==> config.mk <==
export PLATFORM = sky130hd
export DESIGN_NAME = boot_run_ctrl
export DESIGN_NICKNAME = d
export VERILOG_FILES = /design/src/rtl/boot_run_ctrl.sv
export SDC_FILE = /design/constraint.sdc
export NUM_CORES = 1
export LEC_CHECK = 0
export ABC_AREA = 1
export BUFFER_PORTS_ARGS = -buffer_cell sky130_fd_sc_hd__buf_2
export CORE_MARGIN = 3
export CORE_UTILIZATION = 56
export CTS_CLUSTER_SIZE = 40
export DETAILED_ROUTE_END_ITERATION = 6
export PLACE_DENSITY = 0.95
export RECOVER_POWER = 25
export SLEW_MARGIN = 20
export SYNTH_ARGS = -nofsm -noshare
export SYNTH_HDL_FRONTEND = slang
export SYNTH_SLANG_ARGS = --single-unit
==> constraint.sdc <==
create_clock -name clk_i -period 5.8 [get_ports clk_i]
set_input_delay 0.58 -clock clk_i [delete_from_list [all_inputs] [get_ports clk_i]]
set_output_delay 0.58 -clock clk_i [all_outputs]
set_load 0.02 [all_outputs]
==> src/rtl/boot_run_ctrl.sv <==
// Boot/run sequencer: holds the core in reset, latches boot straps, waits for the firmware load,
// then supervises the run and ends it on an exit report or a watchdog timeout.
module boot_run_ctrl #(
    parameter int RESET_WAIT_CYCLES = 50,
    parameter int CNT_W             = 32
) (
    input  logic             clk_i,
    input  logic             rst_ni,
    input  logic             boot_select_i,
    input  logic             execute_from_flash_i,
    input  logic             load_done_i,
    input  logic [CNT_W-1:0] max_cycles_i,
    input  logic             exit_valid_i,
    input  logic [31:0]      exit_value_i,
    output logic             core_rst_no,
    output logic             fetch_enable_o,
    output logic             boot_select_o,
    output logic             execute_from_flash_o,
    output logic [2:0]       state_o,
    output logic [CNT_W-1:0] cycle_cnt_o,
    output logic             done_o,
    output logic             pass_o,
    output logic             fail_o,
    output logic             timeout_o,
    output logic [31:0]      exit_value_o
);

    typedef enum logic [2:0] {
        HOLD    = 3'd0,
        STRAP   = 3'd1,
        LOAD    = 3'd2,
        RUN     = 3'd3,
        PASS    = 3'd4,
        FAIL    = 3'd5,
        TIMEOUT = 3'd6
    } state_t;

    localparam int WAIT_W = (RESET_WAIT_CYCLES > 1) ? $clog2(RESET_WAIT_CYCLES) : 1;
    localparam logic [WAIT_W-1:0] WAIT_LAST = WAIT_W'(RESET_WAIT_CYCLES - 1);

    state_t            state_q;
    state_t            state_d;
    logic [WAIT_W-1:0] wait_cnt_q;
    logic [CNT_W-1:0]  cycle_cnt_q;
    logic [31:0]       exit_value_q;
    logic              boot_select_q;
    logic              exec_flash_q;

    always_comb begin
        state_d = state_q;
        unique case (state_q)
            HOLD:    if (wait_cnt_q == WAIT_LAST) state_d = STRAP;
            STRAP:   state_d = boot_select_i ? RUN : LOAD;
            LOAD:    if (load_done_i) state_d = RUN;
            RUN: begin
                // An exit report wins over a watchdog hit in the same cycle
                if (exit_valid_i) begin
                    state_d = (exit_value_i == 32'd0) ? PASS : FAIL;
                end else if ((max_cycles_i != '0) && (cycle_cnt_q == max_cycles_i)) begin
                    state_d = TIMEOUT;
                end
            end
            PASS, FAIL, TIMEOUT: state_d = state_q;
            default: state_d = HOLD;
        endcase
    end

    always_ff @(posedge clk_i or negedge rst_ni) begin
        if (!rst_ni) state_q <= HOLD;
        else         state_q <= state_d;
    end

    always_ff @(posedge clk_i or negedge rst_ni) begin
        if (!rst_ni) begin
            wait_cnt_q    <= '0;
            cycle_cnt_q   <= '0;
            exit_value_q  <= '0;
            boot_select_q <= 1'b0;
            exec_flash_q  <= 1'b0;
        end else begin
            if ((state_q == HOLD) && (wait_cnt_q != WAIT_LAST)) begin
                wait_cnt_q <= wait_cnt_q + 1'b1;
            end
            if (state_q == STRAP) begin
                boot_select_q <= boot_select_i;
                exec_flash_q  <= execute_from_flash_i & boot_select_i;
            end
            // The count freezes on the edge that leaves RUN, so it reflects the terminating cycle
            if ((state_q != RUN) && (state_d == RUN)) begin
                cycle_cnt_q <= '0;
            end else if ((state_q == RUN) && (state_d == RUN) && (cycle_cnt_q != {CNT_W{1'b1}})) begin
                cycle_cnt_q <= cycle_cnt_q + 1'b1;
            end
            if ((state_q == RUN) && exit_valid_i) begin
                exit_value_q <= exit_value_i;
            end
        end
    end

    assign core_rst_no          = (state_q != HOLD) && (state_q != STRAP);
    assign fetch_enable_o       = (state_q == RUN);
    assign boot_select_o        = boot_select_q;
    assign execute_from_flash_o = exec_flash_q;
    assign state_o              = state_q;
    assign cycle_cnt_o          = cycle_cnt_q;
    assign done_o               = (state_q == PASS) || (state_q == FAIL) || (state_q == TIMEOUT);
    assign pass_o               = (state_q == PASS);
    assign fail_o               = (state_q == FAIL);
    assign timeout_o            = (state_q == TIMEOUT);
    assign exit_value_o         = exit_value_q;

endmodule

## Word level (Yosys, flattened, before mapping)

Index checks and enable logic that the tools add are counted.
W data, S select, Z words.

| operators by class | value |
|---|---|
| add/subtract/negate cells | 2 |
| reduce and logical (&&, ||, !) cells | 15 |
| eq/ne operators | 13 |
| multiplexer cells | 9 |
| bitwise logic cells | 1 |

Operators by type and width:

| kind | count |
|---|---|
| $mux W32 | 2 |
| $add A32 B1 Y32 const B | 1 |
| $eq A32 B32 Y1 | 1 |
| $logic_not A32 Y1 | 1 |
| $ne A32 B32 Y1 const B | 1 |
| $reduce_bool A32 Y1 | 1 |
| $pmux W3 S5 | 1 |
| $mux W3 | 4 |
| $eq A3 B2 Y1 const B | 3 |
| $eq A3 B3 Y1 const B | 3 |
| $logic_and A1 B1 Y1 | 7 |
| $add A6 B1 Y6 const B | 1 |
| $eq A6 B6 Y1 const B | 1 |
| $ne A6 B6 Y1 const B | 1 |
| $eq A3 B1 Y1 const B | 1 |
| $logic_not A3 Y1 | 1 |
| $ne A3 B1 Y1 const B | 1 |
| $ne A3 B2 Y1 const B | 1 |
| $reduce_bool A3 Y1 | 1 |
| $reduce_or A3 Y1 | 1 |
| $logic_or A1 B1 Y1 | 2 |
| $mux W1 | 2 |
| $reduce_bool A2 Y1 | 1 |
| $and A1 B1 Y1 | 1 |

| word-level totals | value |
|---|---|
| logic and storage cells | 46 |
| input bits | 70 |
| flip-flop bits (word level) | 75 |

## Logic depth before layout (Yosys ltp)

| logic depth | value |
|---|---|
| depth after elaboration | 10 |
| depth in mapped cells | 17 |

## Worst setup path before layout

No wires, ideal clock.

| timing | value |
|---|---|
| path kind | reg-to-reg |
| start point | register cycle_cnt_q[0] (netlist: cycle_cnt_o[0]) |
| end point | register cycle_cnt_q[10] (netlist: cycle_cnt_o[10]) |
| data arrival time | 2.040 ns |
| buffers on the path | 1 |
| data required time | 5.733 ns |
| stages on the path, launching flop included | 15 |
| clock period less this slack | 2.106 ns |
| setup slack | 3.694 ns |
| cell sequence | dfrtp_1 -> ha_1 -> nand2_1 -> nor2_2 -> nand2_2 -> nor2_4 -> nand2_1 -> nor2_1 -> nand4_1 -> nor2_1 -> nand4_2 -> nand3_2 -> buf_6 -> nand2_1 -> nand2_1 |

| on the way | value |
|---|---|
| word-level cells in the longest chain between the ends | 9 |
| elaborated cells on any way between the ends | 14 |
| those cells by class | 1 x add/sub; 3 x eq/ne; 5 x mux; 5 x reduce/logical |

Ends and longest elaborated chain:

| element | RTL line | RTL |
|---|---|---|
| from (decl) | 44 | `logic [CNT_W-1:0] cycle_cnt_q;` |
| from (signal assigned) | 92 | `cycle_cnt_q <= cycle_cnt_q + 1'b1;` |
| $eq A32 B32 Y1 | 59 | `end else if ((max_cycles_i != '0) && (cycle_cnt_q == max_cycles_i)) begin` |
| $logic_and A1 B1 Y1 | 59 |  |
| $mux W3 | 59 |  |
| $mux W3 | 57 | `if (exit_valid_i) begin` |
| $pmux W3 S5 | 51 | `unique case (state_q)` |
| $eq A3 B2 Y1 | 89, 91 |  |
| $logic_and A1 B1 Y1 (2 in a row) | 91 | `end else if ((state_q == RUN) && (state_d == RUN) && (cycle_cnt_q != {CNT_W{1'b1}})) begin` |
| $reduce_bool A2 Y1 (no source line) | n/a |  |

Parallel ways exist; a longest one is shown, timed or not. The select of a mux whose other input is x is not followed.
A chain may end at the register's enable or synchronous reset.

==> out/qor.csv <==
stage,metric,value,unit
run_status,status,"finished, violations left",
run_status,violated checks,"max-capacitance violations, max-slew violations",
clock_network,clock tree from TritonCTS,built,
yosys,multiplexer area fraction after synthesis,5.19,%
yosys,synthesis-stage register bit count,75,
global_routing,residual overflow from global routing,0,
global_routing,via count of the first global-routing pass,4487,
clock_network,sinks on the clock net,75,
power_and_ir_drop,leakage power figure,2.96,nW
sta,clock skew after layout,0.0151,ns
clock_network,clock transition time at the flip-flop clock pins of the worst setup and hold paths,0.08,ns
worst_setup_path,"Largest delay share family, worst path",buffers and inverters,
sta,Final Cycle Share,65.7,%
drt,number of nets with antenna violations after routing,0,
die,starting utilization of the core area,57.8,%
worst_setup_path,CP startpoint kind,input pin,
die,Die X-Extent,98.3,um
yosys,sequential fraction of the synthesis area,39.3,%
cells_and_area,post-route cell area,5720,sq um
min_path,worst hold path type,input pin to register,
die,total die area,9670,sq um
power_and_ir_drop,Cell Pwr Density,354,nW/um^2
yosys,Synth Area per Inst,7.39,sq um
drt,via count,4839,
place,post-detail-place hpwl,10300,um
drt,via/cell ratio,5.46,
die,# rows,33,
yosys,adder-cell share of the synthesized area,0.786,%
global_routing,combined global-route utilization of all metal layers,28.5,%
worst_setup_path,cell-by-cell trace of the critical path,clkbuf_1,
sta,max-slew violation total from the final report,76,
flow_run,MaxCap Viol Count,1,
yosys,post-synthesis share of cell area spent on xor and xnor gates,9.54,%
cells_and_area,share of the core filled with cells,69.2,%
yosys,fraction of synthesized cell area taken by the top area cell type,39.3,%
die,Core Box Area,8260,sq um
yosys,Gate Count Post-Synth,646,
power_and_ir_drop,peak ir drop on the vdd network,0.000165,V
worst_setup_path,Slowest cell on crit path,clkbuf_1,
cells_and_area,layout-stage area growth over the synthesis result,19.8,%
clock_network,number of CTS-inserted buffers,9,
cells_and_area,area of the multi-input gates,2510,sq um
yosys,net count after synthesis,719,
clock_network,number of buffers inserted for hold repair after clock tree synthesis,0,
drt,remaining design rule violation count,0,
worst_setup_path,Critical Setup Path Class,input pin to asynchronous set/reset pin,
yosys,simple-gate share of the synthesized area,35.2,%
yosys,Synth cell types,29,
sta,relative max-transition margin,-161,%
worst_setup_path,required time at the worst-slack endpoint,5.35,ns
die,I/O pin cnt,145,
sta,setup tns final,0,ns
cells_and_area,"leading cell types in the layout, fill and taps excluded","nand2_1, buf_2, nor2_1, dfrtp_1, inv_1",
die,Die H,98.3,um
clock_network,buffers inserted by post-CTS timing repair,0,
clock_network,root buffer cell,clkbuf_8,
yosys,largest cells by area after synthesis,"dfrtp_1, nand2_1, nor2_1",
clock_network,maximum buffer depth of the clock tree,2,
place,number of buffers inserted by port buffering,144,
place,Placement Cell Area,5510,sq um
drt,total length of routed wires,13700,um
cells_and_area,Filler Cell Count,716,
cells_and_area,Sequential cell area,1880,sq um
place,GP Congestion,0.946,
sta,Max Fclk,263,MHz
worst_setup_path,buffers and inverters on the worst path,1,
clock_network,worst-skew pair later-pin latency,0.35,ns
sta,minimum clock period,3.81,ns
global_routing,global-route wire length before repair,22300,um
clock_network,deepest level of the CTS H-tree,3,
sta,final count of hold timing violations,0,
worst_setup_path,stage delay of the slowest cell on the critical path,2.69,ns
sta,Hold Worst Slack,0.466,ns
sta,RSZ-0062 raised after global routing,no,
yosys,yosys synthesis warning count,0,
worst_setup_path,category of the worst setup path capture point,asynchronous set/reset pin,
worst_setup_path,crit path DAT,3.36,ns
sta,number of setup violations in the final report,0,
yosys,Syn Std Cell Area,4770,sq um
global_routing,initial antenna violation count,0,
cells_and_area,number of diodes added for antenna fixing,0,
drt,average routed wire per standard cell,15.4,um
cells_and_area,"most common cell after layout, fill and taps aside",nand2_1,
cells_and_area,nets,850,
drt,count of TritonRoute iterations in the first routing pass,5,
clock_network,total of cells resized after clock tree synthesis,0,
worst_setup_path,top fanout value on the critical path,75,
yosys,largest area contributor in the synthesized netlist,dfrtp_1,
global_routing,largest net degree at the start of global routing,76,
sta,actual transition at the worst max-transition pin,3.91,ns
yosys,share of the synthesized area in compound gates (AO/OA/AOI/OAI),1.89,%
drt,initial DRC count,311,
cells_and_area,share of cells above drive strength 1,24.7,%
yosys,main combinational cell family by area after synthesis,simple AND/OR/NAND/NOR gates,
## sequential cells by signal, indices dropped and copies added (netlist names)
register / cells
execute_from_flash_o: 1
cycle_cnt_o: 32
state_o: 3
wait_cnt_q: 6
boot_select_o: 1
exit_value_o: 32
## metrics by stage
step	std cells	power, mW	worst slack [ns]
after floorplan	646	1.33	3.69
after global placement	871	1.57	2.37
after detailed placement	871	1.61	2.22
after CTS	887	2.03	2.28
after global routing	887	2.14	1.26
final	887	2.03	1.99
## synth_stat cells
cell,count
nand2_1,193
nor2_1,90
dfrtp_1,75
inv_1,66
nand4_1,47
xnor2_1,31
mux2_2,22
nor3_1,21
xor2_1,21
nand3_1,15
clkbuf_1,14
o21ai_0,12
buf_2,8
nor4_1,7
nor3b_1,4
buf_6,3
ha_1,3
a21oi_1,2
nor2_2,2
buf_4,1
inv_2,1
nand2_2,1
nand3_2,1
nand3b_1,1
nand4_2,1
nor2_4,1
nor3_2,1
o211ai_1,1
o211ai_2,1
## logic make-up (layout without fill, tap and decap cells)
family	after synthesis	count (layout)
buffers and inverters	93	229
AOI/OAI and AO/OA	16	16
xor gates and xnor gates	52	52
adders and majority gates	3	3
DFF	75	75
and+or+nand+nor	385	385
muxes	22	22
## power breakdown
part           internal, mW  switching (mW)  leakage [nW]
registers             0.671           0.107         0.985
clock network         0.214           0.207        0.0995
logic                 0.273           0.553          1.87
total                  1.16           0.868          2.96
## routing by layer
layer | wire (um) | vias to the layer above | track usage (%) | part of all wire [%]
li1 | - | 2334 | - | -
met1 | 5630 | 2217 | 36.9 | 41
met2 | 6490 | 256 | 47.1 | 47
met3 | 1270 | 32 | 5.93 | 9.2
met4 | 320 | 0 | 10.6 | 2.3
met5 | 0 | - | 0 | 0
## layout make-up
| cell class | instances | area share (%) |
|---|---|---|
| Tap cell | 105 | 2.30 |
| Sequential cell | 75 | 32.8 |
| Timing Repair Buffer | 146 | 12.8 |
| Inverter | 67 | 4.40 |
| Clock buffer | 10 | 2.41 |
| Clock inverter | 6 | 1.25 |
| Multi-Input combinational cell | 478 | 44.0 |
## path summary, 6_finish.rpt
path                                 startpoint              endpoint  slack (ns)  cells after the start
max                                      rst_ni      exit_value_o[10]        1.99                      1
min                        execute_from_flash_i  execute_from_flash_o        0.47                      3
max reg2reg                      cycle_cnt_o[0]        cycle_cnt_o[0]        2.22                     13
min reg2reg                       wait_cnt_q[5]         wait_cnt_q[5]        0.48                      1
max in group clk_i               cycle_cnt_o[0]        cycle_cnt_o[0]        2.22                     13
min in group asynchronous                rst_ni       cycle_cnt_o[17]        1.56                      1
Power figures use the tool's default switching activity.
